**src/rtl/otter_timer_counter.sv**
```systemverilog
`timescale 1ns/1ps
// otter_timer_counter: memory-mapped prescaled up-counter with compare,
// auto-reload and a one-cycle interrupt pulse for the OTTER MCU I/O bus.
//
// Register map (byte offsets from BASE_ADDR, exact 32-bit decode):
//   0x0 CSR      bit0 EN, bit1 AUTO, bit2 IE, bit8 EXP (sticky, W1C)
//   0x4 PRESCALE 16 bits, a write also clears the prescaler counter
//   0x8 TC       32-bit terminal count
//   0xC COUNT    read-only current count
//
// Bus handshake: iobus_wr is a single-cycle strobe; the addressed register
// takes iobus_out on the rising edge where iobus_wr=1. There is no
// back-pressure. iobus_in is a purely combinational read of the register
// selected by iobus_addr, so reads have zero latency.
//
// Counting: while the FSM is RUN or FIRE and EN=1, the prescaler counts
// 0..PRESCALE and emits a tick on PRESCALE. A tick with COUNT>=TC is an
// expiry (COUNT clears, EXP sets, EN clears unless AUTO); otherwise COUNT
// increments. A CSR write that clears EN blocks the increment on a
// coincident tick, but an expiry on that tick is still recorded so that a
// W1C of EXP racing an expiry cannot lose the event.
module otter_timer_counter #(
  parameter logic [31:0] BASE_ADDR = 32'h1120_0000
) (
  input  logic        clk,
  input  logic        rst,
  input  logic [31:0] iobus_addr,
  input  logic [31:0] iobus_out,
  input  logic        iobus_wr,
  output logic [31:0] iobus_in,
  output logic        intr,
  output logic [1:0]  dbg_state
);

  localparam logic [31:0] ADDR_CSR   = BASE_ADDR;
  localparam logic [31:0] ADDR_PRE   = BASE_ADDR + 32'h4;
  localparam logic [31:0] ADDR_TC    = BASE_ADDR + 32'h8;
  localparam logic [31:0] ADDR_COUNT = BASE_ADDR + 32'hC;

  typedef enum logic [1:0] {
    S_IDLE = 2'd0,
    S_RUN  = 2'd1,
    S_FIRE = 2'd2
  } state_t;

  state_t      state;
  state_t      state_next;

  logic        csr_en;
  logic        csr_auto;
  logic        csr_ie;
  logic        csr_exp;
  logic [15:0] prescale;
  logic [31:0] tc;
  logic [31:0] count;
  logic [15:0] pcnt;

  logic        sel_csr;
  logic        sel_pre;
  logic        sel_tc;
  logic        sel_count;
  logic        wr_csr;
  logic        wr_pre;
  logic        wr_tc;
  logic        en_write;
  logic        running;
  logic        tick;
  logic        expire;
  logic        incr;

  // Address decode: exact match only, so aliases and neighbours are inert.
  always_comb begin
    sel_csr   = (iobus_addr == ADDR_CSR);
    sel_pre   = (iobus_addr == ADDR_PRE);
    sel_tc    = (iobus_addr == ADDR_TC);
    sel_count = (iobus_addr == ADDR_COUNT);
    wr_csr    = iobus_wr && sel_csr;
    wr_pre    = iobus_wr && sel_pre;
    wr_tc     = iobus_wr && sel_tc;
  end

  // Tick / expiry qualification for the current cycle.
  always_comb begin
    // EN as software wants it after this cycle's bus write.
    en_write = wr_csr ? iobus_out[0] : csr_en;
    running  = (state != S_IDLE) && csr_en;
    tick     = running && (pcnt == prescale);
    // >= so that lowering TC under COUNT expires on the next tick.
    expire   = tick && (count >= tc);
    incr     = tick && !expire && en_write;
  end

  // FSM state register.
  always_ff @(posedge clk or negedge rst) begin
    if (!rst) begin
      state <= S_IDLE;
    end else begin
      state <= state_next;
    end
  end

  // FSM next-state logic; FIRE lasts one cycle unless another expiry lands.
  always_comb begin
    state_next = state;
    case (state)
      S_IDLE: begin
        if (csr_en) begin
          state_next = S_RUN;
        end
      end
      S_RUN: begin
        if (expire) begin
          state_next = S_FIRE;
        end else if (!csr_en) begin
          state_next = S_IDLE;
        end
      end
      S_FIRE: begin
        if (expire) begin
          state_next = S_FIRE;
        end else if (csr_en) begin
          state_next = S_RUN;
        end else begin
          state_next = S_IDLE;
        end
      end
      default: begin
        state_next = S_IDLE;
      end
    endcase
  end

  assign dbg_state = state;

  // CSR fields: software write, then hardware expiry overrides EN and EXP.
  always_ff @(posedge clk or negedge rst) begin
    if (!rst) begin
      csr_en   <= 1'b0;
      csr_auto <= 1'b0;
      csr_ie   <= 1'b0;
      csr_exp  <= 1'b0;
    end else begin
      if (wr_csr) begin
        csr_auto <= iobus_out[1];
        csr_ie   <= iobus_out[2];
      end
      if (expire && !csr_auto) begin
        csr_en <= 1'b0;
      end else begin
        csr_en <= en_write;
      end
      if (expire) begin
        csr_exp <= 1'b1;
      end else if (wr_csr && iobus_out[8]) begin
        csr_exp <= 1'b0;
      end
    end
  end

  // PRESCALE and TC software registers.
  always_ff @(posedge clk or negedge rst) begin
    if (!rst) begin
      prescale <= 16'd0;
      tc       <= 32'd0;
    end else begin
      if (wr_pre) begin
        prescale <= iobus_out[15:0];
      end
      if (wr_tc) begin
        tc <= iobus_out;
      end
    end
  end

  // Prescaler counter: restarts on a PRESCALE write, holds while idle.
  always_ff @(posedge clk or negedge rst) begin
    if (!rst) begin
      pcnt <= 16'd0;
    end else if (wr_pre) begin
      pcnt <= 16'd0;
    end else if (running) begin
      if (tick) begin
        pcnt <= 16'd0;
      end else begin
        pcnt <= pcnt + 16'd1;
      end
    end
  end

  // Main count: clears on expiry, increments on an ordinary tick.
  always_ff @(posedge clk or negedge rst) begin
    if (!rst) begin
      count <= 32'd0;
    end else if (expire) begin
      count <= 32'd0;
    end else if (incr) begin
      count <= count + 32'd1;
    end
  end

  // Interrupt pulse, registered alongside the transition into FIRE.
  always_ff @(posedge clk or negedge rst) begin
    if (!rst) begin
      intr <= 1'b0;
    end else begin
      intr <= expire && csr_ie;
    end
  end

  // Zero-latency read mux; unmapped addresses read as 0.
  always_comb begin
    iobus_in = 32'd0;
    if (sel_csr) begin
      iobus_in = {23'd0, csr_exp, 5'd0, csr_ie, csr_auto, csr_en};
    end else if (sel_pre) begin
      iobus_in = {16'd0, prescale};
    end else if (sel_tc) begin
      iobus_in = tc;
    end else if (sel_count) begin
      iobus_in = count;
    end
  end

endmodule
```
**config.mk**
```make
export PLATFORM = sky130hd
export DESIGN_NAME = otter_timer_counter
export DESIGN_NICKNAME = d
export VERILOG_FILES = /design/src/rtl/otter_timer_counter.sv
export SDC_FILE = /design/constraint.sdc
export NUM_CORES = 1
export LEC_CHECK = 0
export BUFFER_PORTS_ARGS = -buffer_cell sky130_fd_sc_hd__clkbuf_2
export CELL_PAD_IN_SITES_DETAIL_PLACEMENT = 2
export CELL_PAD_IN_SITES_GLOBAL_PLACEMENT = 2
export CORE_AREA = 10 10 144 133
export CTS_BUF_LIST = sky130_fd_sc_hd__clkbuf_4 sky130_fd_sc_hd__clkbuf_8
export DETAILED_ROUTE_END_ITERATION = 12
export DIE_AREA = 0 0 154 143
export GPL_ROUTABILITY_DRIVEN = 0
export HOLD_SLACK_MARGIN = 0.1
export PLACE_DENSITY_LB_ADDON = 0.1
export SLEW_MARGIN = 20
export SYNTH_ARGS = -nofsm -noshare
export SYNTH_HDL_FRONTEND = slang
export SYNTH_SLANG_ARGS = --single-unit
export TNS_END_PERCENT = 50
```
**constraint.sdc**
```tcl
create_clock -name clk -period 7.78 [get_ports clk]
set_input_delay 1.556 -clock clk [delete_from_list [all_inputs] [get_ports clk]]
set_output_delay 1.556 -clock clk [all_outputs]
set_load 0.02 [all_outputs]
```
==> flow_metrics.tcl, run 1 <==
set metrics [dict create \
    cts_resized 0 \
    synth_top_family_by_area "simple AND/OR/NAND/NOR gates" \
    dp_hpwl_mm 15.0 \
    fmax_ghz 0.177 \
    cp_max_fo 18 \
    drt-pass1-iter-count 4 \
    drv_cap 0 \
    powerDensity_mw_per_mm2 133 \
    cp.arrival_ns 4.09 \
    crit_path_end_kind "output pin" \
    num_antenna_cells 0 \
    irDropWorstVdd_v 0.000111 \
    root_buffer "clkbuf_8" \
    grt_max_degree 73 \
    viasPerCell 5.57 \
    hold_viol_final 0 \
    grt_pass1_vias 5837 \
    setup_slack_ns 2.13 \
    drt-initial-drc-count 159 \
    synth.distinct_cells 46 \
    finalClockSkew_ns 0.0101 \
    die-area_mm2 0.0220 \
    finalWirelength_mm 19.8 \
    final_cell_area_mm2 0.00725 \
    cp_data_required_time_ns 6.22 \
    tightest_slew_ns 0.981 \
    synth-compound-area-share_pct 7.87 \
    status "completed" \
    final_layout_size_suffix_gt1_share_pct 27.4 \
    clk_pin_slew_ns 0.10 \
    power_leakage_uw 0.00343 \
    period_minus_slack_ns 5.65 \
    synth_simple_gate_area_share_pct 19.5 \
    port_buffers 101 \
    synthAdderAreaFrac_pct 6.74 \
    die_y_um 143 \
    tritoncts "done" \
    grt_pass1_wl_mm 32.7 \
    syn_inst 636 \
    cts_made_buffers 9 \
    fillers 1762 \
    synth_nets 737 \
    wire_per_inst_um 21.2 \
    syn-cell-area_mm2 0.00631 \
    maxSlewHeadroom_pct 34.6 \
    finalCritPeriodShare_pct 72.6 \
    synthFlopType "dfrtp_1" \
    io_pins 102 \
    ys_seq_area_share_pct 40.8 \
    drv_slew 0 \
    grt_overflow 0 \
    dpl_worst_slack_ns 2.06 \
    fin_tns_setup_ns 0 \
    coreArea_mm2 0.0160 \
    start_kind "input port" \
    track_usage_pct 18.2 \
    setup_viol 0 \
    fp.dieW_um 154 \
    rows 44 \
    synth_mux_area_share_pct 12.7 \
    postRouteAntennaNets 0 \
    synthArstFlopShare_pct 100 \
    multiInputGateArea_mm2 0.00348 \
    rsz0062_at_grt "false" \
    seq_area_mm2 0.00258 \
    cts_sinks 103 \
    num_vias 5218 \
    postCtsSetupBuffers 0 \
    dpl_cell_area_mm2 0.00702 \
    insertion_delay_ns 0.39 \
    start_util_pct 39.4 \
    clockBufferDepth 2 \
    synth_warnings 0 \
    antenna_found_initial 0 \
    htree_num_levels 3 \
    synth_xor_xnor_area_share_pct 8.19 \
    hp-class "flip-flop to flip-flop" \
    drc 0 \
    crit_type "input port to output pin" \
    hold_buffers 0 \
    avgSynthCellArea_um2 9.92 \
    finish.net_count 826 \
    synth_edf_count 0 \
    ys_seq_elements 103 \
    area_growth_pct 14.9 \
]
worst max-delay path, cell delays in order:
cell and delay [ns]:
clkbuf_2 0.09, nor4b_1 0.35, nand4_1 0.22, or3_1 0.67, inv_1 0.13, and3_1 0.64
a22o_1 0.24, clkbuf_2 0.17
kinds of logic (layout without fill, tap and decap cells):
logic type	Yosys count	in the layout
XOR/XNOR	59	59
AO/OA/AOI/OAI	67	67
adder cells (fa/ha/maj)	34	34
flip-flops	103	103
multiplexers	67	67
buffers and inverters	69	163
AND/OR/NAND/NOR	237	237
where the power goes:
part | internal, uW | switching [uW]
Sequential | 535 | 0.00000242
Combinational | 16.6 | 25.3
Clock | 182 | 204
Total | 733 | 229
placed cells by master, fill, tap and decap left out, types with 2 or more instances in the layout:
| cell type | instances |
|---|---|
| dfrtp_1 | 103 |
| clkbuf_2 | 100 |
| nor2_1 | 67 |
| mux2_2 | 62 |
| xnor2_1 | 50 |
| inv_1 | 37 |
| ha_1 | 34 |
| nor3_1 | 32 |
| nand2_1 | 29 |
| nand4_1 | 27 |
| nand3_1 | 22 |
| a22o_1 | 17 |
| nor4_1 | 15 |
| a22oi_1 | 12 |
| and3_1 | 11 |
| a21oi_1 | 10 |
| buf_4 | 10 |
| nor2b_1 | 9 |
| xor2_1 | 9 |
| clkbuf_8 | 9 |
| a21o_1 | 7 |
| o21ai_0 | 5 |
| o21a_1 | 4 |
| or3_1 | 4 |
| nor4b_1 | 4 |
| mux4_2 | 4 |
| nand2b_1 | 3 |
| a211oi_1 | 2 |
| a221oi_1 | 2 |
| o21bai_1 | 2 |
| and2_1 | 2 |
| o221ai_1 | 2 |
| nor4_2 | 2 |
| clkinv_4 | 2 |
| clkinvlp_4 | 2 |
| bufinv_16 | 2 |
layer usage:
| layer | part of all wire, % | global-route usage (%) | wire, um | vias up |
|---|---|---|---|---|
| li1 | - | - | - | 2452 |
| met5 | 0 | 0 | 0 | - |
| met1 | 46 | 23.4 | 9060 | 2674 |
| met3 | 4.3 | 4.92 | 859 | 8 |
| met2 | 49 | 30.8 | 9800 | 84 |
| met4 | 0.53 | 2.19 | 106 | 0 |
through the flow:
step / hold slack, ns / total power [uW] / std cells / util (%)
5_1_grt: 0.542 / 1000 / 937 / 45.2
4_1_cts: 0.520 / 977 / 937 / 45.2
2_1_floorplan: 0.440 / 554 / 636 / -
3_3_place_gp: 0.472 / 587 / 921 / 43.8
3_5_place_dp: 0.486 / 589 / 921 / 43.8
6_report: 0.521 / 963 / 937 / 45.2
synth_stat cells, drive strengths merged (3+ instances only):
cell type / count / share of area [%]
dfrtp: 103 / 41
nor2: 67 / 4.0
mux2: 62 / 11
xnor2: 50 / 6.9
inv: 37 / 2.2
ha: 34 / 6.7
nor3: 33 / 2.6
nand2: 30 / 1.8
nand4: 27 / 2.7
clkbuf: 23 / 1.4
nand3: 22 / 1.7
nor4: 18 / 2.2
a22o: 17 / 2.4
a22oi: 12 / 1.4
and3: 11 / 1.1
a21oi: 10 / 0.79
nor2b: 10 / 0.99
buf: 9 / 0.67
xor2: 9 / 1.2
a21o: 7 / 0.83
nor4b: 5 / 0.79
o21ai: 5 / 0.40
mux4: 4 / 1.4
o21a: 4 / 0.48
or3: 4 / 0.40
and2: 3 / 0.30
nand2b: 3 / 0.30
flip-flops by register name (all words and copies together), names as in the netlist:
signal and count:
count 32, csr_auto 1, csr_en 1, csr_exp 1, csr_ie 1, dbg_state 2
intr 1, pcnt 16, prescale 16, tc 32
layout make-up:
type | instances | share of cell area [%]
multi-input combinational | 464 | 48.0
sequential | 103 | 35.6
tap | 207 | 3.57
inverter | 37 | 1.92
clock inverter | 7 | 1.35
clock buffer | 9 | 1.71
timing repair buffer | 110 | 7.94
path summary, 6_finish.rpt:
check	from	to	slack, ns	depth (start not counted)
hold reg to reg	csr_exp$_DFFE_PN0P_	csr_exp$_DFFE_PN0P_	0.52	2
max in group asynchronous	rst	pcnt[0]$_DFFE_PN0P_	5.35	2
setup reg to reg	count[27]$_DFFE_PN0P_	count[1]$_DFFE_PN0P_	4.87	9
min in group asynchronous	rst	tc[16]$_DFFE_PN0P_	1.09	1
setup / recovery	iobus_addr[23]	iobus_in[17]	2.13	8
hold / removal	csr_exp$_DFFE_PN0P_	csr_exp$_DFFE_PN0P_	0.52	2
No activity file was read; power rests on OpenSTA's default activity.
==> run 2, diff against run 1 <==
--- a/config.mk
+++ b/config.mk
@@ -8,10 +8,10 @@
 export BUFFER_PORTS_ARGS = -buffer_cell sky130_fd_sc_hd__clkbuf_2
 export CELL_PAD_IN_SITES_DETAIL_PLACEMENT = 2
 export CELL_PAD_IN_SITES_GLOBAL_PLACEMENT = 2
-export CORE_AREA = 10 10 144 133
+export CORE_AREA = 10 10 149 137
 export CTS_BUF_LIST = sky130_fd_sc_hd__clkbuf_4 sky130_fd_sc_hd__clkbuf_8
 export DETAILED_ROUTE_END_ITERATION = 12
-export DIE_AREA = 0 0 154 143
+export DIE_AREA = 0 0 159 147
 export GPL_ROUTABILITY_DRIVEN = 0
 export HOLD_SLACK_MARGIN = 0.1
 export PLACE_DENSITY_LB_ADDON = 0.1
==> constraint.sdc (replaced) <==
create_clock -name clk -period 5.25 [get_ports clk]
set_input_delay 1.05 -clock clk [delete_from_list [all_inputs] [get_ports clk]]
set_output_delay 1.05 -clock clk [all_outputs]
set_load 0.02 [all_outputs]
==> run 2 against run 1 <==
  * Non-clock buffer count up 3
  * Wire length rose by 2.5%
  * Count of clock-buffer cells in the layout up 4
==> flow_metrics.tcl, run 2 (synthesis gave the netlist of run 1 again) <==
set metrics [dict create \
    status "completed" \
    final_common_cell "dfrtp_1" \
    finalWirelength_mm 20.3 \
    period_minus_slack_ns 4.43 \
    coreArea_mm2 0.0173 \
    fmax_ghz 0.226 \
    insertion_delay_ns 0.39 \
    wire_per_inst_um 20.9 \
    cp_max_fo 18 \
    num_antenna_cells 0 \
    drt-pass1-iter-count 4 \
    seq_power_share_pct 56.3 \
    port_buffers 101 \
    die_y_um 147 \
    grt_overflow 0 \
    switching_share_pct 23.3 \
    fp.dieW_um 159 \
    htree_num_levels 3 \
    grt_pass1_vias 6026 \
    crit_type "input port to output pin" \
    powerDensity_mw_per_mm2 193 \
    rsz0062_at_grt "false" \
    drc 0 \
    clk_pin_slew_ns 0.09 \
    cts_made_buffers 9 \
    finish.net_count 829 \
    p_clk_share_pct 39.3 \
    p_int_uw 1080 \
    finalClockSkew_ns 0.0120 \
    cp_data_required_time_ns 4.20 \
    hp-class "flip-flop to flip-flop" \
    clockBufferDepth 2 \
    fin_tns_setup_ns 0 \
    io_pins 102 \
    hold_buffers 0 \
    p_sw_uw 328 \
    grt_max_degree 67 \
    area_growth_pct 15.7 \
    cts_sinks 103 \
    final_cell_mix "dfrtp_1 (103), clkbuf_2 (100), nor2_1 (67), mux2_2 (62), xnor2_1 (50)" \
    cts_resized 0 \
    viasPerCell 5.38 \
    finalCritPeriodShare_pct 84.3 \
    tightest_slew_ns 1.09 \
    antenna_found_initial 0 \
    drv_cap 0 \
    root_buffer "clkbuf_8" \
    drv_slew 0 \
    postRouteAntennaNets 0 \
    hold_viol_final 0 \
    postCtsSetupBuffers 0 \
    num_vias 5239 \
    start_kind "input port" \
    setup_viol 0 \
    irDropWorstVdd_v 0.0000989 \
    dp_hpwl_mm 15.2 \
    drt-initial-drc-count 234 \
    tritoncts "done" \
    maxSlewHeadroom_pct 26.0 \
    rows 46 \
    track_usage_pct 17.6 \
    final_layout_size_suffix_gt1_share_pct 27.7 \
    cp.arrival_ns 3.38 \
    grt_pass1_wl_mm 33.5 \
    die-area_mm2 0.0234 \
    start_util_pct 36.4 \
    reg_top3 "count (32), tc (32)" \
    crit_path_end_kind "output pin" \
    pwr-share-comb_pct 4.4 \
    final_util_pct 42.2 \
    power_leakage_uw 0.00345 \
]
-- run 2: cell type report --
class | count | area, um^2
Fill cell | 1882 | 10000
Multi-Input combinational cell | 464 | 3480
Sequential cell | 103 | 2580
Timing Repair Buffer | 113 | 598
Tap cell | 240 | 300
Clock buffer | 13 | 173
Inverter | 37 | 139
Clock inverter | 3 | 40.0
-- run 2: critical path, stage by stage --
cell      delay (ns)
clkbuf_2        0.09
nor4_2          0.33
nand4_1         0.20
or3_1           0.35
buf_4           0.22
inv_1           0.07
and3_1          0.64
a22o_1          0.24
clkbuf_2        0.18
-- run 2: metrics by stage --
step | setup WS (ns) | hold WS, ns | instances | total power (uW) | cell area (um^2)
floorplan | 1.33 | 0.440 | 636 | 822 | 6310
global placement | 0.919 | 0.467 | 957 | 870 | 7090
detailed placement | 0.770 | 0.468 | 957 | 872 | 7090
CTS | 0.768 | 0.500 | 973 | 1430 | 7300
global route | 0.617 | 0.541 | 973 | 1480 | 7300
finish | 0.823 | 0.499 | 973 | 1410 | 7300
-- run 2: worst paths after layout --
path	start	endpoint	slack, ns	cells after the start
max in group asynchronous	rst	pcnt[9]$_DFFE_PN0P_	3.41	2
max reg2reg	count[27]$_DFFE_PN0P_	count[1]$_DFFE_PN0P_	2.21	9
min in group asynchronous	rst	tc[18]$_DFFE_PN0P_	0.76	1
min	csr_exp$_DFFE_PN0P_	csr_exp$_DFFE_PN0P_	0.50	2
min reg2reg	csr_exp$_DFFE_PN0P_	csr_exp$_DFFE_PN0P_	0.50	2
max	iobus_addr[16]	iobus_in[27]	0.82	9
-- run 2: power by group through the flow --
stage	Combinational [uW]	Clock, uW	Sequential (uW)
finish	62.2	554	793
CTS	64.4	576	793
detailed placement	64.1	0	808
global route	70.2	612	793
floorplan	13.1	0	809
global placement	61.6	0	808
-- run 2: per-layer routing --
layer	GRT usage (%)	wire length, um
met1	22.4	9340
met3	3.99	740
met4	3.19	148
met5	0	0
met2	30.2	10100
==> run 3, diff against run 2 <==
--- a/config.mk
+++ b/config.mk
@@ -8,10 +8,10 @@
 export BUFFER_PORTS_ARGS = -buffer_cell sky130_fd_sc_hd__clkbuf_2
 export CELL_PAD_IN_SITES_DETAIL_PLACEMENT = 2
 export CELL_PAD_IN_SITES_GLOBAL_PLACEMENT = 2
-export CORE_AREA = 10 10 149 137
+export CORE_AREA = 10 10 157 145
 export CTS_BUF_LIST = sky130_fd_sc_hd__clkbuf_4 sky130_fd_sc_hd__clkbuf_8
 export DETAILED_ROUTE_END_ITERATION = 12
-export DIE_AREA = 0 0 159 147
+export DIE_AREA = 0 0 167 155
 export GPL_ROUTABILITY_DRIVEN = 0
 export HOLD_SLACK_MARGIN = 0.1
 export PLACE_DENSITY_LB_ADDON = 0.1
==> constraint.sdc (replaced) <==
create_clock -name clk -period 3.6 [get_ports clk]
set_input_delay 0.72 -clock clk [delete_from_list [all_inputs] [get_ports clk]]
set_output_delay 0.72 -clock clk [all_outputs]
set_load 0.02 [all_outputs]
==> run 3 against run 2 <==
  * Global-route usage shrank 1.5 points
  * Cell count grew 2.1%
  * Non-clock buffer count grew 5
  * Via count shrank 0.42%
  * Wire length grew 2.3%
  * Hold slack lost 0.11 ns
  * Total power grew 49%
  * Utilization shrank 4.2 points
  * Count of clock-buffer cells in the layout shrank 1
  * Sequential power grew 46%
  * Highest routed layer unchanged
  * First-iteration DRC count grew 13%
==> flow_metrics.tcl, run 3 (synthesis gave the netlist of run 1 again) <==
set metrics [dict create \
    final_cell_area_mm2 0.00742 \
    num_vias 5217 \
    tritoncts "done" \
    cp_max_fo 16 \
    start_kind "input port" \
    grt_pass1_vias 5886 \
    fmax_ghz 0.295 \
    grt_overflow 0 \
    grt_max_degree 53 \
    status "completed" \
    rsz0062_at_grt "false" \
    drt-initial-drc-count 265 \
    finalClockSkew_ns 0.0134 \
    seq_power_share_pct 55.2 \
    insertion_delay_ns 0.40 \
    dpl.cell_count 977 \
    dpl_cell_area_mm2 0.00719 \
    cp.arrival_ns 2.66 \
    drt-pass1-iter-count 4 \
    final_util_pct 37.9 \
    postRouteAntennaNets 0 \
    viasPerCell 5.25 \
    hp-class "input port to async pin" \
    fp.dieW_um 167 \
    period_minus_slack_ns 3.38 \
    p_sw_uw 484 \
    drc 0 \
    irDropWorstVdd_v 0.000147 \
    die_y_um 155 \
    finalCritPeriodShare_pct 94.0 \
    fin_cells 993 \
    crit_path_end_kind "output pin" \
    postCtsSetupBuffers 0 \
    finish.net_count 834 \
    grt_pass1_wl_mm 33.7 \
    root_buffer "clkbuf_8" \
    drv_slew 0 \
    cts_sinks 103 \
    drv_cap 0 \
    die-area_mm2 0.0259 \
    clockBufferDepth 2 \
    p_int_uw 1610 \
    track_usage_pct 16.1 \
    crit_type "input port to output pin" \
    maxSlewHeadroom_pct 47.2 \
    htree_num_levels 3 \
    hold_viol_final 0 \
    final_layout_size_suffix_gt1_share_pct 28.2 \
    cts_made_buffers 9 \
    holdWs_ns 0.392 \
    coreArea_mm2 0.0196 \
    cp_data_required_time_ns 2.88 \
    clk_pin_slew_ns 0.10 \
    num_antenna_cells 0 \
    pwr-share-comb_pct 4.6 \
    port_buffers 101 \
    fin_tns_setup_ns 0 \
    setup_viol 0 \
    rows 49 \
    wire_per_inst_um 20.9 \
    antenna_found_initial 0 \
    reg_top3 "count (32), tc (32)" \
    final_cell_mix "dfrtp_1 (103), clkbuf_2 (100), nor2_1 (67), mux2_2 (62), xnor2_1 (50)" \
    io_pins 102 \
    start_util_pct 32.3 \
    switching_share_pct 23.1 \
    tightest_slew_ns 0.792 \
    power_leakage_uw 0.00350 \
    p_clk_share_pct 40.2 \
    powerDensity_mw_per_mm2 282 \
    final_common_cell "dfrtp_1" \
    area_growth_pct 17.6 \
    finalWirelength_mm 20.8 \
    dp_hpwl_mm 15.8 \
]
run 3: power groups by stage:
stage          clock (uW)  sequential (uW)  combinational, uW
2_1_floorplan           0             1180               19.1
3_3_place_gp            0             1180               94.8
3_5_place_dp            0             1180               98.5
4_1_cts               876             1160               99.0
5_1_grt               920             1160                108
6_report              841             1160               95.9
run 3: layout make-up:
class | count | area [um^2]
well taps | 255 | 319
clock buffers | 12 | 146
fillers | 2160 | 12100
clock inverters | 4 | 70.1
repair buffers | 118 | 689
flip-flops and latches | 103 | 2580
multi-input cells | 464 | 3480
inverters | 37 | 139
run 3: layer usage:
metal	wire length, um	vias up	GRT usage [%]	share of wire (%)
li1	-	2461	-	-
met1	9790	2668	20.8	47
met2	10100	79	26.9	49
met3	730	9	3.58	3.5
met4	177	0	3.26	0.85
met5	0	-	0	0
run 3: critical path, stage by stage:
cell,delay (ns)
clkbuf_2,0.09
nor4b_1,0.35
nand4_1,0.22
or3_1,0.43
nor2b_1,0.27
buf_6,0.23
a22o_1,0.18
clkbuf_2,0.17
run 3: what timing repair did:
item / in CTS / in global routing
resized for setup: 0 / 1
hold buffers: 0 / 0
endpoints found under the setup margin: 0 / 6
run 3: final timing paths:
kind                                       start                       end  slack [ns]  depth (start not counted)
hold reg to reg              csr_exp$_DFFE_PN0P_       csr_exp$_DFFE_PN0P_        0.50                          2
setup reg to reg           count[27]$_DFFE_PN0P_     count[25]$_DFFE_PN0P_        0.49                          9
setup / recovery                  iobus_addr[23]              iobus_in[16]        0.22                          8
hold / removal                               rst        tc[20]$_DFFE_PN0P_        0.39                          1
max in group asynchronous                    rst  dbg_state[1]$_DFFE_PN0P_        2.44                          2
min in group clk             csr_exp$_DFFE_PN0P_       csr_exp$_DFFE_PN0P_        0.50                          2
run 3: through the flow:
| step | total power (uW) | setup slack (ns) |
|---|---|---|
| after floorplan | 1200 | 0.336 |
| after global placement | 1270 | 0.285 |
| after detailed placement | 1280 | 0.152 |
| after CTS | 2130 | 0.136 |
| after global routing | 2180 | 0.0345 |
| final | 2090 | 0.216 |
